[config.mk]
export PLATFORM = sky130hd
export DESIGN_NAME = alu_mc
export DESIGN_NICKNAME = d
export VERILOG_FILES = /design/src/rtl/alu_mc.sv
export SDC_FILE = /design/constraint.sdc
export NUM_CORES = 1
export LEC_CHECK = 0
export CORE_MARGIN = 8
export CORE_UTILIZATION = 30
export CTS_CLUSTER_SIZE = 10
export DETAILED_ROUTE_END_ITERATION = 8
export GPL_TIMING_DRIVEN = 1
export PLACE_DENSITY = 0.51
export SLEW_MARGIN = 20
export SYNTH_ARGS = -nofsm -noshare
export SYNTH_HDL_FRONTEND = slang
export SYNTH_SLANG_ARGS = --single-unit
[constraint.sdc]
create_clock -name clk -period 2.12 [get_ports clk]
set_input_delay 0.212 -clock clk [delete_from_list [all_inputs] [get_ports clk]]
set_output_delay 0.212 -clock clk [all_outputs]
set_load 0.03 [all_outputs]
[src/rtl/alu_mc.sv]
// rtl/alu_mc.sv - multi-cycle ALU with optional restoring signed divider
//
// Purpose: single-cycle ADD/SUB/SLT/AND/OR plus, when ALU_MC_DIV_EN is defined,
// a signed restoring divider that takes WIDTH+2 cycles from start to done.
// Build macro: ALU_MC_DIV_EN (undefined -> no divider, DIV code is illegal).
// Ports:
//   clk, reset        - clock, asynchronous active-high reset
//   start             - operation request, sampled only while busy=0
//   alu_control       - 4-bit operation code
//   a, b              - operands (dividend, divisor for DIV)
//   result, remainder - registered results, held between done pulses
//   zero              - registered (result == 0)
//   busy              - divider in flight
//   done              - one-cycle pulse when outputs become valid
//   div_zero, illegal - status of the last completed operation
module alu_mc #(
    parameter int WIDTH = 32
) (
    input  logic             clk,
    input  logic             reset,
    input  logic             start,
    input  logic [3:0]       alu_control,
    input  logic [WIDTH-1:0] a,
    input  logic [WIDTH-1:0] b,
    output logic [WIDTH-1:0] result,
    output logic [WIDTH-1:0] remainder,
    output logic             zero,
    output logic             busy,
    output logic             done,
    output logic             div_zero,
    output logic             illegal
);

    localparam logic [3:0] OP_AND = 4'b0000;
    localparam logic [3:0] OP_OR  = 4'b0001;
    localparam logic [3:0] OP_ADD = 4'b0010;
    localparam logic [3:0] OP_SUB = 4'b0110;
    localparam logic [3:0] OP_SLT = 4'b0111;
`ifdef ALU_MC_DIV_EN
    localparam logic [3:0] OP_DIV = 4'b1010;
`endif

    // Outcome of every operation that completes in one cycle, including
    // divide-by-zero, which never enters the iteration.
    logic [WIDTH-1:0] one_res;
    logic [WIDTH-1:0] one_rem;
    logic             one_dz;
    logic             one_ill;

    always_comb begin
        one_res = '0;
        one_rem = '0;
        one_dz  = 1'b0;
        one_ill = 1'b0;
        case (alu_control)
            OP_ADD: one_res = a + b;
            OP_SUB: one_res = a - b;
            OP_SLT: one_res = {{(WIDTH-1){1'b0}}, ($signed(a) < $signed(b))};
            OP_AND: one_res = a & b;
            OP_OR:  one_res = a | b;
`ifdef ALU_MC_DIV_EN
            OP_DIV: begin
                one_res = '1;
                one_rem = a;
                one_dz  = 1'b1;
            end
`endif
            default: one_ill = 1'b1;
        endcase
    end

`ifdef ALU_MC_DIV_EN
    localparam logic [1:0] IDLE    = 2'd0;
    localparam logic [1:0] DIV_RUN = 2'd1;
    localparam logic [1:0] DIV_FIX = 2'd2;
    localparam int         CW      = $clog2(WIDTH + 1);

    logic [1:0]       state;
    logic [CW-1:0]    count;
    logic [WIDTH-1:0] quo;
    logic [WIDTH-1:0] rem;
    logic [WIDTH-1:0] dvs;
    logic             neg_q;
    logic             neg_r;

    // One restoring step: shift the next dividend bit into the partial
    // remainder and subtract the divisor if it fits.
    logic [WIDTH:0]   trial;
    logic [WIDTH:0]   diff;
    logic             q_bit;
    logic [WIDTH-1:0] next_rem;
    logic [WIDTH-1:0] fix_quo;
    logic [WIDTH-1:0] fix_rem;

    always_comb begin
        trial    = {rem, quo[WIDTH-1]};
        diff     = trial - {1'b0, dvs};
        q_bit    = ~diff[WIDTH];
        next_rem = q_bit ? diff[WIDTH-1:0] : trial[WIDTH-1:0];
        fix_quo  = neg_q ? (~quo + 1'b1) : quo;
        fix_rem  = neg_r ? (~rem + 1'b1) : rem;
    end

    assign busy = (state != IDLE);

    always_ff @(posedge clk or posedge reset) begin
        if (reset) begin
            state     <= IDLE;
            count     <= '0;
            quo       <= '0;
            rem       <= '0;
            dvs       <= '0;
            neg_q     <= 1'b0;
            neg_r     <= 1'b0;
            result    <= '0;
            remainder <= '0;
            zero      <= 1'b1;
            done      <= 1'b0;
            div_zero  <= 1'b0;
            illegal   <= 1'b0;
        end else begin
            done <= 1'b0;
            case (state)
                IDLE: begin
                    if (start) begin
                        if (alu_control == OP_DIV && b != '0) begin
                            // Magnitudes of the most-negative value are
                            // still correct when read as unsigned.
                            quo   <= a[WIDTH-1] ? (~a + 1'b1) : a;
                            dvs   <= b[WIDTH-1] ? (~b + 1'b1) : b;
                            rem   <= '0;
                            neg_q <= a[WIDTH-1] ^ b[WIDTH-1];
                            neg_r <= a[WIDTH-1];
                            count <= CW'(WIDTH);
                            state <= DIV_RUN;
                        end else begin
                            result    <= one_res;
                            remainder <= one_rem;
                            zero      <= (one_res == '0);
                            div_zero  <= one_dz;
                            illegal   <= one_ill;
                            done      <= 1'b1;
                        end
                    end
                end
                DIV_RUN: begin
                    rem   <= next_rem;
                    quo   <= {quo[WIDTH-2:0], q_bit};
                    count <= count - 1'b1;
                    if (count == CW'(1)) state <= DIV_FIX;
                end
                DIV_FIX: begin
                    result    <= fix_quo;
                    remainder <= fix_rem;
                    zero      <= (fix_quo == '0);
                    div_zero  <= 1'b0;
                    illegal   <= 1'b0;
                    done      <= 1'b1;
                    state     <= IDLE;
                end
                default: state <= IDLE;
            endcase
        end
    end
`else
    assign busy      = 1'b0;
    assign remainder = '0;
    assign div_zero  = 1'b0;

    always_ff @(posedge clk or posedge reset) begin
        if (reset) begin
            result  <= '0;
            zero    <= 1'b1;
            done    <= 1'b0;
            illegal <= 1'b0;
        end else begin
            done <= 1'b0;
            if (start) begin
                result  <= one_res;
                zero    <= (one_res == '0);
                illegal <= one_ill;
                done    <= 1'b1;
            end
        end
    end
`endif

endmodule

* Yosys cells after proc, flatten, opt, wreduce, memory -nomap -nowiden
Cells that the tools add are included.
** Cells by class
- Equal/unequal tests :: 4
- Order comparisons :: 1
- $add $sub $neg :: 2
- Bitwise logic cells :: 2
- Reduce and logical (&&, ||, !) cells :: 3
- Multiplexer cells :: 3
** Operator list (count)
- case mux 32 bit (5 select lines) :: 1
- adder 32 bit :: 1
- bitwise AND 32 bit :: 1
- zero test 32 bit :: 1
- less-than comparator 32 bit :: 1
- OR 32 bit :: 1
- subtractor 32 bit :: 1
- equality test 4 x 3 -> 1 bit, second input constant :: 2
- OR reduction 5 bit :: 1
- equality test 4 x 1 -> 1 bit, second input constant :: 1
- equality test 4 x 2 -> 1 bit, second input constant :: 1
- zero test 4 bit :: 1
- two-way mux 1 bit :: 2
** Word-level totals
- Input bits :: 71
- Word-level logic and storage cells :: 19
- Bits in registers :: 35
- Output and inout bits :: 69

* Depth between registers and ports, before layout
- Word-level depth :: 3
- Gate-level depth with buffers :: 15
- Gate-level depth less buffers :: 15

* Worst setup path after synthesis
Ideal clock, no wire load.
- Path type :: input to register
- From :: in a[0]
- To :: reg zero
- Required time :: 2.023 ns
- Arrival :: 3.362 ns
- Setup slack :: -1.339 ns
- Cell stages on the path :: 13
- Cell sequence :: ha_1 -> fa_1 -> a21o_1 -> a221o_1 -> a211o_1 -> or3b_1 -> a31o_1 -> a221o_1 -> a21oi_2 -> nand4_1 -> nor4_1 -> nand4bb_1 -> o41ai_2
** Between the ends
- Word-level cells in the longest chain between the ends :: 3
- Elaborated cells between the ends (all ways) :: 7
** Ends and longest elaborated chain
- start, declared :: RTL line 23 : input logic [WIDTH-1:0] a,
- subtractor 32 bit (tied with other cells) :: RTL line 57 : OP_SUB: one_res = a - b;
- case mux 32 bit (5 select lines) (*) :: RTL line 55 : case (alu_control)
- zero test 32 bit (*) :: RTL line 180 : zero <= (one_res == '0);
- end signal, assigned :: RTL line 180
- end, declared :: RTL line 27 : output logic zero,
Mark *: on every way between the ends. The rest lies on a longest branch, timed or not.
A chain may end at the register's enable or synchronous reset.

* Worst setup path after layout
- From :: in b[0]
- To :: reg zero
** Between the ends
- Word-level cells in the longest chain between the ends :: 3
- Elaborated cells between the ends (all ways) :: 7
** Ends and longest elaborated chain
- start, declared :: RTL line 24 : input logic [WIDTH-1:0] b,
- subtractor 32 bit (tied with other cells) :: RTL line 57
- case mux 32 bit (5 select lines) (*) :: RTL line 55
- zero test 32 bit (*) :: RTL line 180
Marks and branches as above.

==> flow_summary.json <==
{
  "routed_wl_um": 30500,
  "globalRoute.totalOverflow": 0,
  "cts_tree": "built",
  "irDropWorstVdd_uv": 256,
  "crit_family": "compound AO/OA/AOI/OAI gates",
  "finalPower_uw": 4880,
  "post-route-worst-setup-slack_ns": -1.16,
  "main_combinational_cell_family_by_area_after_synthesis": "compound AO/OA/AOI/OAI gates",
  "route.vias.total": 8910,
  "numCtsBuffers": 5,
  "synth.lib_cells_used.distinct": 85,
  "stdcell_count": 1730,
  "bufs_on_longest_clock_path": 2,
  "post-route-period-util": 1.55,
  "initial_core_util": 0.302,
  "gp_congestion": 0.918,
  "critical-path-slowest-cell": "or3b_1",
  "final-hold-violation-count": 0,
  "yosys.area_share.simple": 0.194,
  "synth_seq_cells": 35,
  "die_area_sq_um": 28500,
  "yosysWarnings": 0,
  "critPathCaptureType": "register",
  "status": "complete, but fails checks",
  "floorplan.core_area_sq_um": 23200,
  "drt_drc_violations_left": 0,
  "pin_count": 140,
  "avgRoutedWirePerCell_um": 17.6,
  "power.static_leakage_uw": 0.00589,
  "hp-class": "primary input to asynchronous set/reset pin",
  "worstPathArrival_ns": 3.48,
  "number_of_sinks_driven_by_the_clock_tree": 35,
  "power_report.internal_total_uw": 2800,
  "clock_latency_of_the_later_clocked_register_in_the_worst_skew_pair_ns": 0.29,
  "critical_path.cell_chain": "buf_8 > ha_4 > fa_2 > a21o_1 > a221o_1 > a211o_1 > or3b_1 > a31o_1 > buf_4 > a221oi_4 > nor4_1 > o2bb2ai_2 > nand2_1 > nand4bb_1 > o41ai_2",
  "synth_area_sq_um": 7010,
  "postSynthCellCount": 968,
  "fin_nets": 1586,
  "final_common_cell": "buf_4",
  "die_x_um": 169,
  "maximum_number_of_pins_on_one_net_before_global_route_repair": 36,
  "placement_rows": 56,
  "max_clock_freq_mhz": 305,
  "synth_compound_area_frac": 0.350,
  "vertical_die_dimension_um": 169,
  "placed_cells": 1671,
  "root_buffer": "clkbuf_16",
  "dr.first_iter.drc_count": 417,
  "grt_usage": 0.205,
  "min_clock_period_post_route_ns": 3.28,
  "grt_first_pass_wirelength_um": 47400,
  "viasPerCell": 5.15,
  "muxShareOfSynthArea": 0.0118,
  "dp.final_hpwl_um": 23800,
  "synthFlopType": "dfrtp_1",
  "finClkSkew_ns": 0,
  "worstPathMaxFanout": 3,
  "h-tree-depth": 2,
  "setup_viol": 26,
  "pwr-share-seq": 0.154,
  "seq_area_frac_synth": 0.125,
  "worst_path_largest_cell_delay_ns": 0.38,
  "totalNegativeSetupSlack_ns": -13.31,
  "buffer_ports.inserted": 105,
  "synth_fa_ha_area_frac": 0.190,
  "timing_max_transition_violations_final": 0,
  "violations_in_the_final_reports": "negative setup slack",
  "part_of_the_power_in_combinational_logic": 0.688,
  "cp_num_buf_inv": 2,
  "fin_worst_hold_slack_ns": 0.366,
  "via_count_of_the_first_global_routing_pass": 8904,
  "tightest_slew_ns": 0.722,
  "pwr-share-clk": 0.158,
  "clk_transition_reported_paths_ns": 0.06,
  "number_of_antenna_violations_at_the_first_check_in_global_routing": 0,
  "grt_setup_unrepaired": "true",
  "startpoint_type": "primary input",
  "post_synth.cell_area_avg_sq_um": 7.24,
  "number_of_enable_type_register_cells_in_the_synthesized_netlist": 0,
  "async_flop_share": 1.00,
  "synth_xor_area_frac": 0.00375,
  "num_antenna_cells": 0,
  "sw_ratio": 0.427,
  "powerDensity_nw_per_um2": 377,
  "final_layout_size_suffix_gt1_frac": 0.479,
  "slew_margin_rel": 0.515,
  "utilization": 0.557,
  "areaGrowthSynthToFinish_pct": 84.5,
  "netSwitchingPower_uw": 2080,
  "route.antenna.remaining_nets": 0,
  "worst_ep_required_time_ns": 2.32,
  "layout.cells.most_common_list": "334 x buf_4, 72 x nor2_1, 65 x ha_1, 62 x a21oi_1",
  "drt_first_pass_iters": 5,
  "worstSetupPathType": "primary input to register",
  "cap_violations": 0
}
==> registers in the layout, summed over array words and instances, names as in the netlist <==
name,flops
done,1
illegal,1
result,32
zero,1
==> timing repair <==
item                       in CTS  in global routing
setup buffers                  40                 24
hold buffers                    0                  0
setup endpoints to repair      32                 28
pin swaps                      93                 73
gates resized for setup       304                151
==> per-stage QoR <==
step | setup slack, ns | area, sq um
6_report | -1.16 | 12900
5_1_grt | -1.32 | 12900
4_1_cts | -1.23 | 12300
3_5_place_dp | -2.08 | 11200
3_3_place_gp | -2.03 | 11200
2_1_floorplan | -1.26 | 7730
==> routing by layer <==
layer | vias to the layer above | share of wire | global-route usage
met5 | - | 0 | 0
met4 | 0 | 0.036 | 0.0699
met3 | 69 | 0.047 | 0.0233
met2 | 275 | 0.50 | 0.368
met1 | 4220 | 0.42 | 0.248
li1 | 4346 | - | -
==> cell usage after synthesis, drive strengths merged, types with 4 or more instances <==
cell type  instances  area, sq um
o21a              10         75.1
a2111oi            5         43.8
nand4             12         75.1
a211oi            24          180
nand3             12         60.1
a21boi             5         37.5
a22o               9         78.8
and2               8         50.1
dfrtp             34          851
ha               103         1290
or3                8         50.1
o31ai             14          105
nor4               9         56.3
o21ai             37          185
nand2b            12         75.1
o22ai              4         25.0
a211o              4         35.0
o221ai             7         61.3
mux2i              6         60.1
or2                7         43.8
nor2b             12         75.1
nor3              26          130
clkbuf            51          191
o2bb2ai           16          140
a221oi             9         85.1
nor2              79          297
and3               6         37.5
a221o              7         70.1
inv              101          379
o21bai             9         67.6
a21oi             95          483
a31oi             10         62.6
o211a              4         40.0
nand2             65          244
buf               40          302
o211ai            17          128
a21o              19          143
==> worst paths after layout <==
path / startpoint / endpoint / slack, ns / cells after the start
worst max-delay path: b[0] / zero$_DFFE_PP1P_ / -1.16 / 15
worst min-delay path: reset / result[7]$_DFFE_PP0P_ / 0.37 / 3
worst max register to register: result[14]$_DFFE_PP0P_ / result[14]$_DFFE_PP0P_ / 1.31 / 1
worst min register to register: result[4]$_DFFE_PP0P_ / result[4]$_DFFE_PP0P_ / 0.49 / 1
max in group asynchronous: reset / zero$_DFFE_PP1P_ / 1.39 / 3
min in group clk: result[4]$_DFFE_PP0P_ / result[4]$_DFFE_PP0P_ / 0.49 / 1
==> kinds of logic after synthesis <==
kind of cell	after synthesis
AOI/OAI and AO/OA	348
and+or+nand+nor	275
buffers and inverters	193
adders and majority gates	105
DFF	35
muxes	8
xor gates and xnor gates	3
other	1
==> power groups by stage <==
stage	sequential, uW	combinational [uW]	clock, uW
after floorplan	850	1380	0
after global placement	762	2740	0
after detailed placement	761	2760	0
after CTS	750	3090	789
after global routing	756	3590	806
final	752	3360	769
==> final cells by class <==
type	count	area [sq um]
repair buffers	493	4180
multi-input cells	773	6870
inverters	102	458
clock buffers	6	129
flip-flops and latches	35	877
clock inverters	2	12.5
fillers	2168	10300
well taps	319	399
Power figures use the tool's default switching activity.
